### src/rtl/l2_fwd_stall_buf.sv
// Stall buffer for forwarded coherence messages blocked on a busy L2 MSHR entry.
// Entries become eligible when their MSHR entry wakes and replay oldest-first.
module l2_fwd_stall_buf #(
    parameter int N_ENTRIES = 4,
    parameter int REQS_BITS = 2,
    parameter int MSG_W     = 5,
    parameter int LINE_W    = 26,
    parameter int ID_W      = 4,
    parameter int CNT_W     = $clog2(N_ENTRIES) + 1
) (
    input  logic                 clk,
    input  logic                 rst,
    input  logic                 push_valid,
    output logic                 push_ready,
    input  logic [MSG_W-1:0]     push_msg,
    input  logic [LINE_W-1:0]    push_line,
    input  logic [ID_W-1:0]      push_req_id,
    input  logic [REQS_BITS-1:0] push_reqs_i,
    input  logic                 wake_valid,
    input  logic [REQS_BITS-1:0] wake_reqs_i,
    output logic                 out_valid,
    input  logic                 out_ready,
    output logic [MSG_W-1:0]     out_msg,
    output logic [LINE_W-1:0]    out_line,
    output logic [ID_W-1:0]      out_req_id,
    output logic [REQS_BITS-1:0] out_reqs_i,
    output logic [CNT_W-1:0]     count,
    output logic                 fwd_stall
);

    localparam int AGE_W = $clog2(N_ENTRIES);
    localparam int IDX_W = $clog2(N_ENTRIES);

    logic [N_ENTRIES-1:0] valid_q, valid_d;
    logic [N_ENTRIES-1:0] elig_q, elig_d;
    logic [AGE_W-1:0]     age_q [N_ENTRIES];
    logic [AGE_W-1:0]     age_d [N_ENTRIES];
    logic [MSG_W-1:0]     msg_q [N_ENTRIES];
    logic [LINE_W-1:0]    line_q [N_ENTRIES];
    logic [ID_W-1:0]      id_q [N_ENTRIES];
    logic [REQS_BITS-1:0] reqs_q [N_ENTRIES];
    logic [CNT_W-1:0]     count_q, count_d;
    logic                 lock_q, lock_d;
    logic [IDX_W-1:0]     lock_idx_q, lock_idx_d;

    logic                 any_elig;
    logic [IDX_W-1:0]     min_idx;
    logic [AGE_W-1:0]     min_age;
    logic [IDX_W-1:0]     free_idx;
    logic [IDX_W-1:0]     sel_idx;
    logic [AGE_W-1:0]     sel_age;
    logic                 push_fire;
    logic                 pop_fire;

    always_comb begin
        any_elig = 1'b0;
        min_idx  = '0;
        min_age  = '1;
        for (int i = 0; i < N_ENTRIES; i++) begin
            if (valid_q[i] && elig_q[i] && (!any_elig || age_q[i] < min_age)) begin
                any_elig = 1'b1;
                min_age  = age_q[i];
                min_idx  = IDX_W'(i);
            end
        end
    end

    always_comb begin
        free_idx = '0;
        for (int i = N_ENTRIES - 1; i >= 0; i--) begin
            if (!valid_q[i]) free_idx = IDX_W'(i);
        end
    end

    // A held handshake keeps presenting the latched slot even if an older one wakes.
    assign sel_idx    = lock_q ? lock_idx_q : min_idx;
    assign sel_age    = age_q[sel_idx];
    assign out_valid  = lock_q | any_elig;
    assign push_ready = (count_q != CNT_W'(N_ENTRIES));
    assign push_fire  = push_valid && push_ready;
    assign pop_fire   = out_valid && out_ready;

    always_comb begin
        valid_d    = valid_q;
        elig_d     = elig_q;
        age_d      = age_q;
        count_d    = count_q + CNT_W'(push_fire) - CNT_W'(pop_fire);
        lock_d     = lock_q;
        lock_idx_d = lock_idx_q;
        for (int i = 0; i < N_ENTRIES; i++) begin
            if (valid_q[i]) begin
                if (wake_valid && reqs_q[i] == wake_reqs_i) elig_d[i] = 1'b1;
                if (pop_fire && age_q[i] > sel_age) age_d[i] = age_q[i] - AGE_W'(1);
            end
        end
        if (pop_fire) begin
            valid_d[sel_idx] = 1'b0;
            elig_d[sel_idx]  = 1'b0;
        end
        if (push_fire) begin
            valid_d[free_idx] = 1'b1;
            elig_d[free_idx]  = wake_valid && (wake_reqs_i == push_reqs_i);
            age_d[free_idx]   = AGE_W'(count_q - CNT_W'(pop_fire));
        end
        if (pop_fire) begin
            lock_d = 1'b0;
        end else if (out_valid) begin
            lock_d     = 1'b1;
            lock_idx_d = sel_idx;
        end
    end

    always_ff @(posedge clk) begin
        if (rst) begin
            valid_q    <= '0;
            elig_q     <= '0;
            count_q    <= '0;
            lock_q     <= 1'b0;
            lock_idx_q <= '0;
            for (int i = 0; i < N_ENTRIES; i++) begin
                age_q[i] <= '0;
            end
        end else begin
            valid_q    <= valid_d;
            elig_q     <= elig_d;
            count_q    <= count_d;
            lock_q     <= lock_d;
            lock_idx_q <= lock_idx_d;
            age_q      <= age_d;
        end
    end

    always_ff @(posedge clk) begin
        if (rst) begin
            for (int i = 0; i < N_ENTRIES; i++) begin
                msg_q[i]  <= '0;
                line_q[i] <= '0;
                id_q[i]   <= '0;
                reqs_q[i] <= '0;
            end
        end else if (push_fire) begin
            msg_q[free_idx]  <= push_msg;
            line_q[free_idx] <= push_line;
            id_q[free_idx]   <= push_req_id;
            reqs_q[free_idx] <= push_reqs_i;
        end
    end

    assign out_msg    = out_valid ? msg_q[sel_idx]  : '0;
    assign out_line   = out_valid ? line_q[sel_idx] : '0;
    assign out_req_id = out_valid ? id_q[sel_idx]   : '0;
    assign out_reqs_i = out_valid ? reqs_q[sel_idx] : '0;
    assign count      = count_q;
    assign fwd_stall  = |(valid_q & ~elig_q);

    a_no_push_full: assert property (@(posedge clk) disable iff (rst)
        push_fire |-> (count_q < CNT_W'(N_ENTRIES)));

    a_count_max: assert property (@(posedge clk) disable iff (rst)
        count_q <= CNT_W'(N_ENTRIES));

    a_out_stable: assert property (@(posedge clk) disable iff (rst)
        (out_valid && !out_ready) |=> (out_valid && $stable(out_msg) &&
        $stable(out_line) && $stable(out_req_id) && $stable(out_reqs_i)));

endmodule

### config.mk
export PLATFORM = sky130hd
export DESIGN_NAME = l2_fwd_stall_buf
export DESIGN_NICKNAME = d
export VERILOG_FILES = /design/src/rtl/l2_fwd_stall_buf.sv
export SDC_FILE = /design/constraint.sdc
export NUM_CORES = 1
export LEC_CHECK = 0
export CAP_MARGIN = 10
export CORE_MARGIN = 5
export CORE_UTILIZATION = 55
export DETAILED_ROUTE_END_ITERATION = 7
export DONT_BUFFER_PORTS = 1
export PLACE_DENSITY = 0.73
export SYNTH_ARGS = -nofsm -noshare
export SYNTH_HDL_FRONTEND = slang
export SYNTH_SLANG_ARGS = --single-unit
### constraint.sdc
create_clock -name clk -period 5.17 [get_ports clk]
set_clock_uncertainty 0.2 [all_clocks]
set_input_delay 1.034 -clock clk [delete_from_list [all_inputs] [get_ports clk]]
set_output_delay 1.034 -clock clk [all_outputs]
set_load 0.02 [all_outputs]
# Word level (Yosys, flattened, before mapping)
# Memory sizes are Yosys's and may differ from the RTL's.
# Cells that the tools add are included.
[classes]
addsub = 7
magnitude_cmp = 14
eq_ne = 6
muxes = 68
n_bitwise = 10
n_reduce_logical = 34
[op_table]
columns = ["op", "count"]
rows = [
  ["$mux W2", 27],
  ["$mux W26", 2],
  ["$reduce_or A26 Y1", 1],
  ["$mux W1", 24],
  ["$mux W4", 6],
  ["$logic_and A1 B1 Y1", 21],
  ["$and A4 B4 Y4", 3],
  ["$eq A2 B2 Y1", 5],
  ["$mux W5", 2],
  ["$bwmux W8", 1],
  ["$gt A2 B2 Y1", 4],
  ["$mux W8", 1],
  ["$not A4 Y4", 2],
  ["$reduce_or A4 Y1", 2],
  ["$sub A2 B1 Y2 const B", 4],
  ["$ge A3 B3 Y1 const B", 2],
  ["$lt A2 B2 Y1", 3],
  ["$lt A2 B3 Y1 const B", 2],
  ["$not A2 Y3", 2],
  ["$reduce_or A5 Y1", 1],
  ["$bmux W2 S2", 1],
  ["$bwmux W4", 1],
  ["$demux W1 S2", 2],
  ["$demux W2 S2", 1],
  ["13 further kinds", 19],
]
[word_totals]
register_bits = 22
ramBits = 148
input_bits = 44
n_memories = 4
[memory_table]
columns = ["memory", "depth", "width", "read_ports", "rd_ports_with_merged_regs", "wr", "line", "source"]
rows = [
  ["line_q", 4, 26, 1, 0, 4, "39", "logic [LINE_W-1:0] line_q [N_ENTRIES];"],
  ["msg_q", 4, 5, 1, 0, 4, "38", "logic [MSG_W-1:0] msg_q [N_ENTRIES];"],
  ["id_q", 4, 4, 1, 0, 4, "40", "logic [ID_W-1:0] id_q [N_ENTRIES];"],
  ["reqs_q", 4, 2, 5, 0, 4, "41", "logic [REQS_BITS-1:0] reqs_q [N_ENTRIES];"],
]

# Logic depth before layout (Yosys ltp)
[logic_depth]
depth_word = 25
depth_mapped = 24
mapped_depth_nobuf = 23

# Worst setup path before layout
# No wires, ideal clock.
[synth_path]
path_kind = "flip-flop to output port"
start = "register elig_q[0]"
end = "output port out_line[19]"
arrival_ps = 3772
slack_ps = 164
stages_incl_launch_ff = 20
path_cell_list = "dfxtp_1 buf_2 nand2_1 o21ai_0 ha_1 nor2_1 o31ai_1 a31oi_1 o21a_1 ha_1 nor2_1 o21a_1 a211o_1 nand2_1 nand2_1 o31ai_2 buf_2 buf_2 nand2_1 a21oi_1"
[synth_between]
elab_chain_cells = 17
elab_cells_between_ends = 27
cone_classes = "order compare: 3; mux: 12; bitwise: 1; reduce/logical: 10; memory: 1"
[synth_lines]
columns = ["element", "line", "source"]
rows = [
  ["from (decl)", "35", "logic [N_ENTRIES-1:0] elig_q, elig_d;"],
  ["from (signal assigned)", "125", "elig_q <= elig_d;"],
  ["$logic_and A1 B1 Y1 *", "60", "if (valid_q[i] && elig_q[i] && (!any_elig || age_q[i] < min_age)) begin"],
  ["$mux W2 or $mux W1 (tied branches)", "60", ""],
  ["$lt A2 B2 Y1 or $logic_not A1 Y1 (tied branches)", "60", ""],
  ["$logic_or A1 B1 Y1", "60", ""],
  ["$logic_and A1 B1 Y1", "60", ""],
  ["$mux W2 or $mux W1 (tied branches)", "60", ""],
  ["$lt A2 B2 Y1 or $logic_not A1 Y1 (tied branches)", "60", ""],
  ["$logic_or A1 B1 Y1", "60", ""],
  ["$logic_and A1 B1 Y1", "60", ""],
  ["$mux W2 or $mux W1 (tied branches)", "60", ""],
  ["$lt A2 B2 Y1 or $logic_not A1 Y1 (tied branches)", "60", ""],
  ["$logic_or A1 B1 Y1", "60", ""],
  ["$logic_and A1 B1 Y1", "60", ""],
  ["$mux W2", "60", ""],
  ["$mux W2", "76", "assign sel_idx = lock_q ? lock_idx_q : min_idx;"],
  ["$mem_v2 Z4 W26", "n/a", ""],
  ["$mux W26 *", "150", "assign out_line = out_valid ? line_q[sel_idx] : '0;"],
  ["to (decl)", "24", "output logic [LINE_W-1:0] out_line,"],
]
# Every way passes the cells marked *; elsewhere a longest branch is shown, timed or not.

# Final worst setup path
[layout_path]
start = "register age_q[5] (netlist bit)"
end = "output port out_line[25]"
[layout_between]
elab_chain_cells = 15
elab_cells_between_ends = 23
cone_classes = "order compare: 3; mux: 10; bitwise: 1; reduce/logical: 8; memory: 1"
[layout_lines]
columns = ["element", "line", "source"]
rows = [
  ["from (decl)", "36", "logic [AGE_W-1:0] age_q [N_ENTRIES];"],
  ["from (signal assigned)", "129", "age_q <= age_d;"],
  ["$lt A2 B2 Y1", "60", ""],
  ["$logic_or A1 B1 Y1", "60", ""],
  ["$logic_and A1 B1 Y1", "60", ""],
  ["$mux W2 or $mux W1 (tied branches)", "60", ""],
  ["$lt A2 B2 Y1 or $logic_not A1 Y1 (tied branches)", "60", ""],
  ["$logic_or A1 B1 Y1", "60", ""],
  ["$logic_and A1 B1 Y1", "60", ""],
  ["$mux W2 or $mux W1 (tied branches)", "60", ""],
  ["$lt A2 B2 Y1 or $logic_not A1 Y1 (tied branches)", "60", ""],
  ["$logic_or A1 B1 Y1", "60", ""],
  ["$logic_and A1 B1 Y1", "60", ""],
  ["$mux W2", "60", ""],
  ["$mux W2", "76", ""],
  ["$mem_v2 Z4 W26", "n/a", ""],
  ["$mux W26 *", "150", ""],
]
# Marked as above.

==> out/results.txt <==
CTS hold repair buffers -> 0
post-DR wirelength/cell -> 22.40 µm
clock transition at the registers of the reported paths -> 60 ps
placed cell area -> 8643 µm²
clk buf depth -> 2
worst-path maximum fanout -> 6
Worst slew margin -> 0.2223
first-pass GRT wire length -> 34.42 mm
Syn Inst Count -> 756
Final WS setup -> -94.61 ps
synth unique cells -> 74
met2 global-route usage -> 0.4249
Final Hold Viols -> 0
diode count -> 0
Power Internal -> 2.634 mW
Design Area, Final -> 9701 µm²
final max-slew violation count -> 0
GRT met3 Usage -> 0.06269
DRC -> 0
FF-to-FF setup slack -> 180 ps
number of global-route vias before repair -> 6,421
HPWL Detailed -> 12.79 mm
Total GRT Usage -> 0.2507
crit path kind -> reg2out
IR drop worst, VDD -> 0.2558 mV
Sw Pwr -> 1.029 mW
Die Y -> 131.4 µm
number of port buffers -> 0
Synth Cell Area -> 8109 µm²
Layout fillers -> 1,028
static leakage -> 3.678 nW
Final ANT Viol Nets -> 0
Avg Cell Area, Syn -> 10.73 µm²
Via Count -> 6,357
f_max -> 189.9 MHz
Die Wd -> 131.4 µm
antenna violations before repair -> 0
Comb power frac -> 0.172
CP Capture Type -> output port
asr flop ratio synth -> 0
Hold WS -> 395.3 ps
Sequential Power Share -> 0.479
drt initial violations -> 894
RD Place Congestion -> 0.9505
Pwr Density -> 377.6 nW/µm²
Max Cap Viol -> 0
Core ar. -> 14,480 µm²
status -> finished with violations
# clock sinks -> 170
RSZ-0062 raised after global routing -> true
post-synthesis sequential area ratio -> 0.6024
arrival time at the worst endpoint -> 4030 ps
clock network power share -> 0.349
Sw Ratio -> 0.2808
share of cells above drive strength 1 -> 0.1993
EDFF count, synth -> 148
die area -> 17,270 µm²
Pre-antenna DRT Iters -> 7
TritonCTS buffer count -> 17
grt total ovfl -> 0
GR peak layer -> met2
area delta synth->final -> 19.63%
met1 Use GR -> 0.3159
DP Worst Slack -> 47.94 ps
Vias/cell -> 6.344
Root Buffer -> clkbuf_16
CTS tree -> built
HP Class -> reg2reg
fin crit share -> 1.018
Syn. warnings -> 0
most common flop cell mapped by yosys -> edfxtp_1
Initial Utilization -> 0.5601
failing checks -> setup timing
actual slew at the worst max-slew pin -> 1167 ps
Final Setup Violations -> 36
Req. time, crit path -> 3940 ps
# rows -> 44
setup_tns -> -1884 ps
clk_lat worst skew -> 420 ps
io pins -> 87
#FFs+latches synth -> 170
H-tree lvl count -> 4
largest net degree at the start of global routing -> 41
Net Count, Synth -> 810
total chip power -> 3.663 mW
Routed WL -> 22.45 mm
Final Critical Period -> 5265 ps
layout net count -> 861
CP Launch Type -> flop
[critical path, stage by stage (launching register included)]
cell and delay [ps]:
dfxtp_2 320, nand3b_1 260, o21ai_4 150, ha_4 240
nor2_4 200, o31ai_4 90, a31oi_2 210, o21a_1 170
ha_4 170, nor2_4 40, o21a_1 180, a211o_1 330
nand2_2 100, nand2_1 90, o31ai_4 330, buf_4 180
buf_4 150, nand2_1 60, a21oi_1 170, buf_4 170
[placed cells by master, fill, tap and decap left out, drive strengths merged, types with 7 or more instances in the layout]
master	n
nor2	143
edfxtp	148
dfxtp	22
ha	9
a31oi	16
nand3	8
nor3	7
buf	82
nand2	99
inv	57
clkbuf	21
o21ai	17
a21oi	44
xnor2	12
a222oi	38
[worst paths after layout]
path,start,endpoint,cells past startpoint
min reg2reg,lock_idx_q[0]$_SDFFE_PP0P_,lock_idx_q[0]$_SDFFE_PP0P_,2
min,lock_idx_q[0]$_SDFFE_PP0P_,lock_idx_q[0]$_SDFFE_PP0P_,2
max,age_q[5]$_SDFF_PP0_,out_line[25],19
max reg2reg,age_q[5]$_SDFF_PP0_,age_q[0]$_SDFF_PP0_,24
[per-stage QoR]
stage / std cells / utilization
floorplan: 756 / -
global placement: 950 / 0.5970
detailed placement: 950 / 0.5970
CTS: 994 / 0.6582
global route: 1002 / 0.6700
finish: 1002 / 0.6700
[synth_stat cells, types with 2 or more instances]
cell,count,area (µm²)
nand3b_1,2,15.01
mux2i_1,2,20.02
clkbuf_1,37,138.9
mux2_4,2,30.03
nor2_1,143,536.8
nand2b_1,4,25.02
o21a_1,2,15.01
and2_1,3,18.77
a222oi_1,38,380.4
o31ai_1,2,15.01
o21ba_2,2,20.02
a41oi_1,3,26.28
nand4_1,2,12.51
nor3_1,7,35.03
a21oi_1,44,220.2
buf_2,6,30.03
o31ai_2,2,25.02
a211o_1,3,26.28
a221oi_1,2,17.52
ha_1,9,112.6
o22a_1,2,17.52
a211oi_1,2,15.01
nor3b_1,2,15.01
a21boi_1,2,15.01
nand3_1,7,35.03
edfxtp_1,148,4444
nor2b_1,2,12.51
o21ai_0,13,65.06
nand2_1,99,371.6
a31oi_1,15,93.84
and4_1,3,26.28
buf_1,4,15.01
or2_2,3,18.77
dfxtp_1,22,440.4
buf_6,5,56.30
a311oi_1,2,17.52
and3_1,4,25.02
a31o_2,2,17.52
o211ai_1,3,22.52
xnor2_1,12,105.1
o21ai_1,4,20.02
inv_1,53,198.9
[state kept, by name (all words and copies together), names as in the netlist]
register / count
reqs_q: 8
age_q: 8
line_q: 104
valid_q: 4
count: 3
id_q: 16
elig_q: 4
msg_q: 20
lock_q: 1
lock_idx_q: 2
[layer usage]
| layer | vias up | share of wire |
|---|---|---|
| li1 | 2856 | - |
| met1 | 3094 | 0.38 |
| met2 | 354 | 0.50 |
| met3 | 53 | 0.097 |
| met4 | 0 | 0.026 |
| met5 | - | 0 |
[power groups by stage]
stage / Clock (mW) / Combinational (mW) / Sequential, mW
floorplan: 0 / 0.435 / 1.75
global placement: 0 / 0.566 / 1.77
detailed placement: 0 / 0.585 / 1.77
CTS: 1.28 / 0.608 / 1.75
global route: 1.34 / 0.680 / 1.77
finish: 1.28 / 0.630 / 1.76
[logic make-up after synthesis]
kind of cell    synth area share
simple gates              0.1497
flops                     0.6024
compound gates            0.1540
buf+inv                  0.05462
xor+xnor                 0.01404
fa+ha+maj                0.01774
mux                     0.007561
[timing repair]
action | 4_1_cts | 5_1_grt
cloned | 3 | 2
gates resized for setup | 38 | 16
buffers inserted | 11 | 6
pin swaps | 31 | 20
setup endpoints to repair | 37 | 37
[area by class of cell]
class / count / area, µm² / share of cell area
multi-input cells: 480 / 3010 / 0.3103
repair buffers: 84 / 790.8 / 0.08152
inverters: 54 / 202.7 / 0.02090
clock inverters: 11 / 145.1 / 0.01496
well taps: 184 / 230.2 / 0.02373
clock buffers: 19 / 432.9 / 0.04463
flip-flops and latches: 170 / 4888 / 0.5039
Note: power is estimated with default switching activity, not from simulation.
